--- config.mk ---
export PLATFORM = sky130hd
export DESIGN_NAME = alu_sequencer_flat
export DESIGN_NICKNAME = d
export VERILOG_FILES = /design/src/rtl/alu_sequencer_if.sv /design/src/rtl/alu_sequencer.sv /design/src/flat_wrapper.sv
export SDC_FILE = /design/constraint.sdc
export NUM_CORES = 1
export LEC_CHECK = 0
export CORE_UTILIZATION = 45
export CTS_CLUSTER_DIAMETER = 40
export DETAILED_ROUTE_END_ITERATION = 8
export MAX_ROUTING_LAYER = met4
export PLACE_DENSITY = 0.75
export RECOVER_POWER = 50
export SLEW_MARGIN = 20
export SYNTH_ARGS = -nofsm -noshare
export SYNTH_HDL_FRONTEND = slang
export SYNTH_SLANG_ARGS = --single-unit
--- constraint.sdc ---
create_clock -name clk -period 2.6 [get_ports clk]
set_clock_uncertainty 0.05 [all_clocks]
set_input_delay 0.39 -clock clk [delete_from_list [all_inputs] [get_ports clk]]
set_output_delay 0.39 -clock clk [all_outputs]
set_load 0.01 [all_outputs]
--- src/rtl/alu_sequencer_if.sv ---
// Command/response/ALU bundle for alu_sequencer.
// Optional ALU_SEQ_FLAGS_EN adds the rsp_zero/rsp_neg response flags.
interface alu_seq_if #(
    parameter int DATA_W = 6,
    parameter int RA_W   = 2
);
    // Valid/ready: a transfer happens on the rising edge where valid and ready are both 1;
    // the sender holds its payload stable while valid=1 and ready=0.
    logic              cmd_valid;
    logic              cmd_ready;
    logic [3:0]        cmd_op;
    logic [RA_W-1:0]   cmd_ra;
    logic [RA_W-1:0]   cmd_rb;
    logic [RA_W-1:0]   cmd_rd;
    logic              ld_en;
    logic [RA_W-1:0]   ld_addr;
    logic [DATA_W-1:0] ld_data;
    logic [3:0]        alu_sel;
    logic [DATA_W-1:0] alu_a;
    logic [DATA_W-1:0] alu_b;
    logic [DATA_W-1:0] alu_x;
    logic              rsp_valid;
    logic              rsp_ready;
    logic [DATA_W-1:0] rsp_data;
    logic              rsp_err;
`ifdef ALU_SEQ_FLAGS_EN
    logic              rsp_zero;
    logic              rsp_neg;

    modport master (
        output cmd_valid, cmd_op, cmd_ra, cmd_rb, cmd_rd, ld_en, ld_addr, ld_data,
        output alu_x, rsp_ready,
        input  cmd_ready, alu_sel, alu_a, alu_b, rsp_valid, rsp_data, rsp_err,
        input  rsp_zero, rsp_neg
    );
    modport slave (
        input  cmd_valid, cmd_op, cmd_ra, cmd_rb, cmd_rd, ld_en, ld_addr, ld_data,
        input  alu_x, rsp_ready,
        output cmd_ready, alu_sel, alu_a, alu_b, rsp_valid, rsp_data, rsp_err,
        output rsp_zero, rsp_neg
    );
`else
    modport master (
        output cmd_valid, cmd_op, cmd_ra, cmd_rb, cmd_rd, ld_en, ld_addr, ld_data,
        output alu_x, rsp_ready,
        input  cmd_ready, alu_sel, alu_a, alu_b, rsp_valid, rsp_data, rsp_err
    );
    modport slave (
        input  cmd_valid, cmd_op, cmd_ra, cmd_rb, cmd_rd, ld_en, ld_addr, ld_data,
        input  alu_x, rsp_ready,
        output cmd_ready, alu_sel, alu_a, alu_b, rsp_valid, rsp_data, rsp_err
    );
`endif
endinterface

--- src/rtl/alu_sequencer.sv ---
// Sequences an external combinational ALU from a small register file, one command at a time.
// Optional macro ALU_SEQ_FLAGS_EN adds registered rsp_zero/rsp_neg outputs.
module alu_sequencer #(
    parameter int DATA_W = 6,
    parameter int NREG   = 4,
    parameter int RA_W   = 2
) (
    input  logic       clk,
    input  logic       rst_n,
    alu_seq_if.slave   bus,
    output logic [1:0] dbg_state
);
    typedef enum logic [1:0] {
        IDLE = 2'd0,
        EXEC = 2'd1,
        RESP = 2'd2
    } state_t;

    state_t            state;
    state_t            state_nxt;
    logic [DATA_W-1:0] regs [NREG];
    logic [RA_W-1:0]   rd_q;
    logic              op_illegal;
    logic              cmd_fire;

    assign bus.cmd_ready = (state == IDLE);
    assign bus.rsp_valid = (state == RESP);
    assign cmd_fire      = bus.cmd_valid && bus.cmd_ready;
    assign op_illegal    = (bus.alu_sel == 4'b1101) || (bus.alu_sel == 4'b1110);
    assign dbg_state     = state;

    always_ff @(posedge clk) begin
        if (!rst_n) state <= IDLE;
        else        state <= state_nxt;
    end

    always_comb begin
        state_nxt = state;
        case (state)
            IDLE:    if (bus.cmd_valid) state_nxt = EXEC;
            EXEC:    state_nxt = RESP;
            RESP:    if (bus.rsp_ready) state_nxt = IDLE;
            default: state_nxt = IDLE;
        endcase
    end

    // Operands are sampled with non-blocking reads, so a same-cycle load is not seen by them.
    always_ff @(posedge clk) begin
        if (!rst_n) begin
            for (int i = 0; i < NREG; i++) regs[i] <= '0;
            bus.alu_sel  <= 4'b0000;
            bus.alu_a    <= '0;
            bus.alu_b    <= '0;
            bus.rsp_data <= '0;
            bus.rsp_err  <= 1'b0;
            rd_q         <= '0;
`ifdef ALU_SEQ_FLAGS_EN
            bus.rsp_zero <= 1'b0;
            bus.rsp_neg  <= 1'b0;
`endif
        end else begin
            case (state)
                IDLE: begin
                    if (bus.ld_en) regs[bus.ld_addr] <= bus.ld_data;
                    if (cmd_fire) begin
                        bus.alu_sel <= bus.cmd_op;
                        bus.alu_a   <= regs[bus.cmd_ra];
                        bus.alu_b   <= regs[bus.cmd_rb];
                        rd_q        <= bus.cmd_rd;
                    end
                end
                EXEC: begin
                    if (op_illegal) begin
                        bus.rsp_data <= '0;
                        bus.rsp_err  <= 1'b1;
                    end else begin
                        regs[rd_q]   <= bus.alu_x;
                        bus.rsp_data <= bus.alu_x;
                        bus.rsp_err  <= 1'b0;
                    end
`ifdef ALU_SEQ_FLAGS_EN
                    bus.rsp_zero <= op_illegal ? 1'b0 : (bus.alu_x == '0);
                    bus.rsp_neg  <= op_illegal ? 1'b0 : bus.alu_x[DATA_W-1];
`endif
                end
                RESP: begin
                    if (bus.rsp_ready) begin
                        bus.alu_sel <= 4'b0000;
                        bus.alu_a   <= '0;
                        bus.alu_b   <= '0;
                    end
                end
                default: ;
            endcase
        end
    end
endmodule

--- src/flat_wrapper.sv ---
// flat-port wrapper written by rule: the top's interface ports become plain ports
module alu_sequencer_flat 
#(
    parameter int DATA_W = 6,
    parameter int NREG   = 4,
    parameter int RA_W   = 2
)
  (clk, rst_n, dbg_state, bus_cmd_valid, bus_cmd_op, bus_cmd_ra, bus_cmd_rb, bus_cmd_rd, bus_ld_en, bus_ld_addr, bus_ld_data, bus_alu_x, bus_rsp_ready, bus_cmd_ready, bus_alu_sel, bus_alu_a, bus_alu_b, bus_rsp_valid, bus_rsp_data, bus_rsp_err);
  alu_seq_if #(.DATA_W(DATA_W), .RA_W(RA_W)) bus_i ();
  input  logic clk;
  input  logic rst_n;
  output logic [1:0] dbg_state;
  input wire logic [$bits(bus_i.cmd_valid)-1:0] bus_cmd_valid;
  input wire logic [$bits(bus_i.cmd_op)-1:0] bus_cmd_op;
  input wire logic [$bits(bus_i.cmd_ra)-1:0] bus_cmd_ra;
  input wire logic [$bits(bus_i.cmd_rb)-1:0] bus_cmd_rb;
  input wire logic [$bits(bus_i.cmd_rd)-1:0] bus_cmd_rd;
  input wire logic [$bits(bus_i.ld_en)-1:0] bus_ld_en;
  input wire logic [$bits(bus_i.ld_addr)-1:0] bus_ld_addr;
  input wire logic [$bits(bus_i.ld_data)-1:0] bus_ld_data;
  input wire logic [$bits(bus_i.alu_x)-1:0] bus_alu_x;
  input wire logic [$bits(bus_i.rsp_ready)-1:0] bus_rsp_ready;
  output wire logic [$bits(bus_i.cmd_ready)-1:0] bus_cmd_ready;
  output wire logic [$bits(bus_i.alu_sel)-1:0] bus_alu_sel;
  output wire logic [$bits(bus_i.alu_a)-1:0] bus_alu_a;
  output wire logic [$bits(bus_i.alu_b)-1:0] bus_alu_b;
  output wire logic [$bits(bus_i.rsp_valid)-1:0] bus_rsp_valid;
  output wire logic [$bits(bus_i.rsp_data)-1:0] bus_rsp_data;
  output wire logic [$bits(bus_i.rsp_err)-1:0] bus_rsp_err;
  assign bus_i.cmd_valid = bus_cmd_valid;
  assign bus_i.cmd_op = bus_cmd_op;
  assign bus_i.cmd_ra = bus_cmd_ra;
  assign bus_i.cmd_rb = bus_cmd_rb;
  assign bus_i.cmd_rd = bus_cmd_rd;
  assign bus_i.ld_en = bus_ld_en;
  assign bus_i.ld_addr = bus_ld_addr;
  assign bus_i.ld_data = bus_ld_data;
  assign bus_i.alu_x = bus_alu_x;
  assign bus_i.rsp_ready = bus_rsp_ready;
  assign bus_cmd_ready = bus_i.cmd_ready;
  assign bus_alu_sel = bus_i.alu_sel;
  assign bus_alu_a = bus_i.alu_a;
  assign bus_alu_b = bus_i.alu_b;
  assign bus_rsp_valid = bus_i.rsp_valid;
  assign bus_rsp_data = bus_i.rsp_data;
  assign bus_rsp_err = bus_i.rsp_err;
  alu_sequencer #(.DATA_W(DATA_W), .NREG(NREG), .RA_W(RA_W)) u_core (.clk(clk), .rst_n(rst_n), .bus(bus_i), .dbg_state(dbg_state));
endmodule
# Word level (Yosys, flattened, before mapping)
# Memories as Yosys holds them, arrays and structs flattened.
# Cells that the tools add are included.
[op_classes]
n_reduce_logical = 9
n_eq_ne = 7
n_mux = 28
[ops]
columns = ["cell", "count"]
rows = [
  ["6-bit 2-to-1 mux", 6],
  ["6-bit one-hot mux with 2 select lines", 2],
  ["1-bit 2-to-1 mux", 12],
  ["6-bit OR reduction", 2],
  ["4-bit == test, second input constant", 2],
  ["2-bit 2-to-1 mux", 4],
  ["4-bit 2-to-1 mux", 2],
  ["4-bit one-hot mux with 2 select lines", 1],
  ["2-bit inequality test, second input constant", 3],
  ["2-bit one-hot mux with 3 select lines", 1],
  ["2-bit AND reduction", 2],
  ["3-bit AND reduction", 1],
  ["2-bit by 1-bit == test with 1-bit output, second input constant", 1],
  ["2-bit == test, second input constant", 1],
  ["2-bit zero test", 1],
  ["2-bit nonzero test", 1],
  ["1-bit logical AND", 1],
  ["1-bit logical OR", 1],
]
[word_totals]
ff_bits = 27
output_inout_bits = 27
input_bits = 29
wordCells = 52
n_memories = 1
mem_bits_rw = 24
[mem_list]
columns = ["memory", "words", "word_bits", "read_ports", "rd_clocked_by_memory_dff", "wr", "line_no", "rtl"]
rows = [
  ["u_core.regs", 4, 6, 2, 0, 4, "alu_sequencer.sv:21", "logic [DATA_W-1:0] regs [NREG];"],
]

# Logic depth before layout (Yosys ltp)
# Gate-level depths: netlist (run 1).
[depth]
word_depth = 8
mapped_depth = 5
mapped_depth_nobuf = 4

# Least setup slack after synthesis (run 1)
# No wires, ideal clock.
[synth_path]
path_kind = "register to register"
from = "reg u_core.state[1] (netlist: u_core.dbg_state[1])"
to = "mem u_core.regs[1][0] (enable)"
setup_time_ps = 297
slack_ps = 652
n_path_buf = 0
arrival_ps = 1601
required_ps = 2253
stages_incl_launch_ff = 5
period_less_slack_ps = 1948
path_cell_list = "dfxtp_1 nor3b_2 mux2_2 a32oi_1 nand2_1"
[synth_lines]
columns = ["element", "line_no", "rtl"]
rows = [
  ["from (decl)", "alu_sequencer.sv:19", "state_t state;"],
  ["from (signal assigned)", "alu_sequencer.sv:34", "else state <= state_nxt;"],
  ["to (decl)", "alu_sequencer.sv:21", ""],
]

==> results of run 1 <==
==> metal layers <==
layer	part of all wire, %	up-vias	routed length (um)	global-route usage (%)
met2	53	64	2490	36.6
li1	-	740	-	-
met5	0	-	0	-
met1	41	765	1950	26.5
met4	0.25	0	12	4.67
met3	5.9	2	278	4.64
==> flip-flops by register name, indices dropped and copies added, names as in the netlist <==
name,flops
u_core.rd_q,2
u_core.bus.alu_a,6
u_core.bus.alu_sel,4
u_core.regs,24
u_core.dbg_state,2
u_core.bus.alu_b,6
u_core.bus.rsp_err,1
u_core.bus.rsp_data,6
==> cells in the final DEF (no fill, tap or decap), types with 5 or more instances in the layout <==
cell type        synthesis  layout
clkdlybuf4s50_1          0      28
nor2_1                  26      27
dlygate4sd3_1            0      27
dfxtp_1                 27      27
edfxtp_1                24      24
a22o_1                  22      22
mux4_2                  12      12
inv_1                    9       9
nand2_1                  7       7
a22oi_1                  6       6
clkbuf_8                 0       5
==> cells by family (layout without fill, tap and decap cells) <==
kind of cell              Yosys count  after routing  share of synthesized area, %
DFF                                51             51                          58.2
and+or+nand+nor                    44             44                          9.76
AOI/OAI and AO/OA                  38             38                          15.0
buffers and inverters              15             76                          3.12
muxes                              14             14                          13.5
xor gates and xnor gates            1              1                         0.404
==> per-stage QoR <==
stage          hold WS [ns]  instances  worst slack, ns  total power, mW  utilization [%]
4_1_cts               0.436        276            0.541             1.72             64.4
5_1_grt               0.440        276            0.282             1.76             64.1
3_5_place_dp          0.403        268            0.223             1.22             62.1
3_3_place_gp          0.407        268            0.306             1.20             62.1
2_1_floorplan         0.400        163            0.652             1.08                -
6_report              0.423        276            0.424             1.69             64.1
==> power by group through the flow <==
stage	Sequential (mW)	Clock (mW)	Combinational, mW
final	0.929	0.507	0.255
after global routing	0.936	0.548	0.277
after CTS	0.930	0.518	0.269
after detailed placement	0.948	0	0.268
after global placement	0.944	0	0.259
after floorplan	0.948	0	0.127
==> worst min-delay path by stage <==
| stage | from | endpoint | slack [ns] | depth (start not counted) |
|---|---|---|---|---|
| 2_1_floorplan | u_core.rd_q[1] | u_core.rd_q[1] | 0.40 | 2 |
| 3_5_place_dp | u_core.bus.rsp_data[1] | u_core.bus.rsp_data[1] | 0.40 | 1 |
| 5_1_grt | u_core.bus.alu_a[3] | u_core.bus.alu_a[3] | 0.44 | 1 |
| 4_1_cts | u_core.bus.alu_b[0] | u_core.bus.alu_b[0] | 0.44 | 1 |
| 6_report | u_core.bus.alu_b[0] | u_core.bus.alu_b[0] | 0.42 | 1 |
| 3_3_place_gp | u_core.bus.alu_b[0] | u_core.bus.alu_b[0] | 0.41 | 1 |
==> final cells by class <==
cell class / instances / share of cell area, %
flip-flops and latches: 51 / 44.0
multi-input cells: 97 / 28.8
inverters: 9 / 1.18
well taps: 52 / 2.27
clock inverters: 1 / 0.218
repair buffers: 59 / 20.1
clock buffers: 7 / 3.40
==> qor.txt, run 1 <==
Outcome - finished with violations
Failing checks - DRC
Final hold viol count - 0
# resized after CTS - 0
Pwr dens - 589 nW/um^2
Worst setup path end - u_core.bus.alu_sel[2]
# Post-CTS Setup Buffers - 0
First-pass GRT wire length - 7950 um
Starting density of the core - 48.4%
Worst slew margin - 31.6%
Clk root buf - clkbuf_8
CP peak stage delay - 0.82 ns
I/O Buffers - 55
DR vias - 1571
Routed len/inst - 17.1 um
Largest net degree at the start of global routing - 18
Multi-input gate area - 827 sq um
1st-iter DRT viols - 89
Worst R2R Start - u_core.dbg_state[1]
Fillcell total - 348
Crit. path cell count - 4
FP Rows - 24
Number of I/O pins - 56
Crit path from - rst_n
Critical-path top delay cell - nor2_1
Syn nets - 192
Period utilization - 83.7%
Crit path DAT - 2.37 ns
Die ar. - 5090 sq um
Design area - 2870 sq um
Cell Int Power - 1.28 mW
Number of max-cap violations - 0
Synth Flop Type - dfxtp_1
Clock Latency Late Sink - 0.30 ns
CP Cell Sequence - dlygate4sd3_1, inv_1, nor2_1, a22o_1
Flop pwr share - 54.9%
Worst vdd ir - 295 uV
Core area - 4470 sq um
Synth area leader - edfxtp_1
Max frequency - 460 MHz
Initial antenna violation count - 0
Slew @ Worst Pin - 1.02 ns
Clk slew on worst S/H paths - 0.09 ns
Min cycle time layout - 2.18 ns
CTS tree - yes
Number of synthesized flops with an enable pin - 24
Setup crit end kind - flip-flop
Yosys top cell area share - 33.3%
Register area - 1260 sq um
Area Growth Syn to Fin - 32.4%
Sequential fraction of the synthesis area - 58.2%
Sink Count - 51
Syn Area/Cell - 13.3 sq um
Vias in the first global route - 1624
Flops & latches, synth - 51
DRC violations left - 2
DR pass1 iterations - 6
Total GRT Usage - 21.5%
Via density - 5.69
Antenna Cells - 0
Syn. warnings - 0
Sw Pwr - 0.407 mW
Synth area leaders - edfxtp_1 (33%), dfxtp_1 (25%), mux4_2 (12%)
Critical Path Start Type - primary input
Final setup vio count - 0
Share of cells above drive strength 1 - 12.1%
CTS Buf Count - 5
Async set-or-reset flop fraction in the synthesized netlist - 0%
Yosys cell types - 31
Internal reg-to-reg setup slack - 0.59 ns
Pleak - 1.16 nW
Die Span X - 71.4 um
RSZ-0062 raised after global routing - false
Pins Over Slew Limit - 0
DIE HEIGHT - 71.4 um
Hold_buf cts - 0
Most instantiated cells after synthesis - dfxtp_1 (27), nor2_1 (26), edfxtp_1 (24)
Nets - 252
Crit path required time - 2.79 ns
Cell Area, Synth - 2170 sq um
WL final - 4720 um
Reg2reg end - u_core.bus.alu_sel[2]
Clk pwr share - 30.0%
Final Wtd Congestion - 0.817
Critical path buffers and inverters - 2
Maximum root-to-sink buffer count - 2
Sw frac - 24.1%
Total gr overflow - 0
Count leader, synth - dfxtp_1
Hold Path Class - flip-flop to flip-flop
Placed cell area - 2780 sq um
Post-route setup TNS - 0 ns
CP Class - primary input to flip-flop
Antenna Violating Nets Remaining - 0
Htree depth - 2
Gate Count Post-Synth - 163
Final HPWL DP - 3710 um
Crit path max fanout - 17
Delay-heaviest family, CP - buffers and inverters
Logic pwr share - 15.1%
FF-to-FF path depth - 4
Note: power is estimated with default switching activity, not from simulation.
==> inputs of run 2 (changes only) <==
--- a/config.mk
+++ b/config.mk
@@ -5,7 +5,7 @@
 export SDC_FILE = /design/constraint.sdc
 export NUM_CORES = 1
 export LEC_CHECK = 0
-export CORE_UTILIZATION = 45
+export CORE_UTILIZATION = 43
 export CTS_CLUSTER_DIAMETER = 40
 export DETAILED_ROUTE_END_ITERATION = 8
 export MAX_ROUTING_LAYER = met4
==> constraint.sdc (replaced) <==
create_clock -name clk -period 1.8 [get_ports clk]
set_clock_uncertainty 0.05 [all_clocks]
set_input_delay 0.27 -clock clk [delete_from_list [all_inputs] [get_ports clk]]
set_output_delay 0.27 -clock clk [all_outputs]
set_load 0.01 [all_outputs]
==> qor.txt, run 2 (synthesis results as in run 1) <==
Final HPWL DP - 3490 um (-6.0%)
FF-to-FF path depth - 5 (+1)
CP Cell Sequence - clkdlybuf4s50_1, nor3b_4, mux2_2, a32oi_2, buf_4, nor2_1
Pins Over Slew Limit - 0 (unchanged)
Max frequency - 558 MHz
Internal reg-to-reg setup slack - 0.08 ns (-0.51 ns)
Most common cell after layout, fill and taps aside - clkdlybuf4s50_1
Post-Layout Cell Count - 314 (+14%)
Logic pwr share - 15.8% (+0.7 points)
Crit path max fanout - 6 (-11)
Antenna Cells - 0 (unchanged)
Worst R2R Start - u_core.bus.alu_sel[1]
Worst slew margin - 70.7% (+39 points)
CTS tree - yes
Hold Worst Slack - 0.424 ns (+0.00129 ns)
Antenna Violating Nets Remaining - 0 (unchanged)
Clock Latency Late Sink - 0.31 ns (about the same)
Outcome - complete, no violations
Pleak - 1.29 nW (+12%)
CP Class - primary input to flip-flop
Crit. path cell count - 6 (+2)
Routed len/inst - 14.8 um (-14%)
Area Growth Syn to Fin - 46.6%
DR pass1 iterations - 4 (-2)
Sw frac - 22.8% (-1.4 points)
Critical Path Start Type - primary input
Htree depth - 2 (unchanged)
FP Rows - 25 (+4.2%)
Setup ws final - 0.00844 ns (-0.415 ns)
Clk slew on worst S/H paths - 0.10 ns (about the same)
Reg2reg end - u_core.regs[3][5]
Flop pwr share - 49.4% (-5.5 points)
Placed cell area - 3020 sq um (+8.9%)
Most frequent cells in the layout - clkdlybuf4s50_1 (32), nor2_1 (26), edfxtp_1 (24)
Core Util, Final - 66.3% (+2.2 points)
Clk pwr share - 34.8% (+4.8 points)
Post-route setup TNS - 0 ns (unchanged)
Sw Pwr - 0.618 mW (+52%)
WHS Endpoint - u_core.bus.rsp_data[0]
Via density - 5.08 (-11%)
Hold_sp - u_core.bus.rsp_data[0]
DRC violations left - 0 (-2)
Maximum root-to-sink buffer count - 2 (unchanged)
Total chip power - 2.72 mW (+61%)
Hold Path Class - flip-flop to flip-flop
Vias in the first global route - 1538 (-5.3%)
Slew @ Worst Pin - 0.438 ns (-0.585 ns)
Sink Count - 51 (unchanged)
Crit path DAT - 1.81 ns (-0.56 ns)
Delay-heaviest family, CP - buffers and inverters
Register name with the most flops - u_core.regs
Crit path required time - 1.82 ns (-0.97 ns)
Critical-path top delay cell - clkdlybuf4s50_1
Die ar. - 5320 sq um (+4.5%)
Hold_buf cts - 0 (unchanged)
Die Span X - 73.0 um (+2.2%)
Design area - 3170 sq um (+11%)
Clk root buf - clkbuf_8
I/O Buffers - 55 (unchanged)
1st-iter DRT viols - 40 (-55%)
Core area - 4790 sq um (+7.0%)
DIE HEIGHT - 73.0 um (+2.2%)
Min cycle time layout - 1.79 ns
CTS Buf Count - 5 (unchanged)
Final hold viol count - 0 (unchanged)
Nets - 275 (+9.1%)
Final setup vio count - 0 (unchanged)
Number of max-cap violations - 0 (unchanged)
Total GRT Usage - 19.8% (-1.7 points)
WL final - 4650 um (-1.6%)
Cells on Worst Hold Path - 1 (unchanged)
Total gr overflow - 0 (unchanged)
Final Wtd Congestion - 0.764 (-6.5%)
Initial antenna violation count - 0 (unchanged)
Critical path buffers and inverters - 2 (unchanged)
CP peak stage delay - 0.51 ns (-0.31 ns)
Fillcell total - 359 (+3.2%)
Share of cells above drive strength 1 - 25.5% (+13 points)
Worst vdd ir - 369 uV (+25%)
Max reg flops - 24 (unchanged)
DP Cell Count - 305 (+14%)
Starting density of the core - 45.3% (-3.2 points)
Largest net degree at the start of global routing - 18 (unchanged)
Setup WS pre-CTS - -0.294 ns (-0.517 ns)
First-pass GRT wire length - 7360 um (-7.5%)
Setup crit end kind - flip-flop
DR vias - 1594 (+1.5%)
Cell Int Power - 2.10 mW (+64%)
Period utilization - 99.5%
Pwr dens - 855 nW/um^2 (+45%)
Number of I/O pins - 56 (unchanged)
run 2: changes by cell type in the layout (fill, tap and decap cells not counted), sizes merged:
cell           change
clkinvlp           +1
clkdlybuf4s50      +4
buf               +22
dlygate4sd2        +2
bufinv             +2
inv                -1
clkbuf             -1
dlygate4sd3        -6
run 2: power by group through the flow:
| stage | logic, mW | registers, mW | clock network, mW |
|---|---|---|---|
| 4_1_cts | 0.445 | 1.34 | 0.954 |
| 2_1_floorplan | 0.189 | 1.37 | 0 |
| 3_3_place_gp | 0.437 | 1.36 | 0 |
| 3_5_place_dp | 0.443 | 1.37 | 0 |
| 5_1_grt | 0.465 | 1.35 | 0.995 |
| 6_report | 0.430 | 1.34 | 0.944 |
run 2: final cells by class:
class	count	area, sq um	share of cell area (%)
Sequential cell	51	1270	40.0
Multi-Input combinational cell	97	878	27.7
Timing Repair Buffer	82	773	24.4
Tap cell	67	83.8	2.64
Clock buffer	5	68.8	2.17
Clock inverter	3	67.6	2.13
Inverter	9	33.8	1.06
run 2: worst register-to-register path, cell delays in order, from the launching register on:
cell and delay, ns:
dfxtp_2 0.34, xor2_2 0.20, a31oi_1 0.34, nand2_1 0.11, a32oi_2 0.20, buf_4 0.18
run 2: worst max path at each step:
stage,from,end
after floorplan,u_core.dbg_state[1],u_core.regs[1][0]
after global placement,bus_ld_en,u_core.regs[1][5]
after detailed placement,bus_ld_en,u_core.regs[1][4]
after CTS,u_core.bus.alu_sel[0],u_core.regs[0][1]
after global routing,bus_ld_en,u_core.regs[1][0]
final,bus_ld_en,u_core.regs[1][5]
run 2: routing by layer:
layer | share of wire (%) | GRT usage (%) | wire length (um)
met3 | 3.8 | 4.28 | 178
met1 | 44 | 24.7 | 2050
met4 | 1.5 | 9.37 | 72
met5 | 0 | - | 0
met2 | 50 | 30.8 | 2340
run 2: timing repair:
item	4_1_cts	5_1_grt
setup buffers	0	1
setup endpoints to repair	11	22
pin swaps	0	3
gates resized for setup	6	7
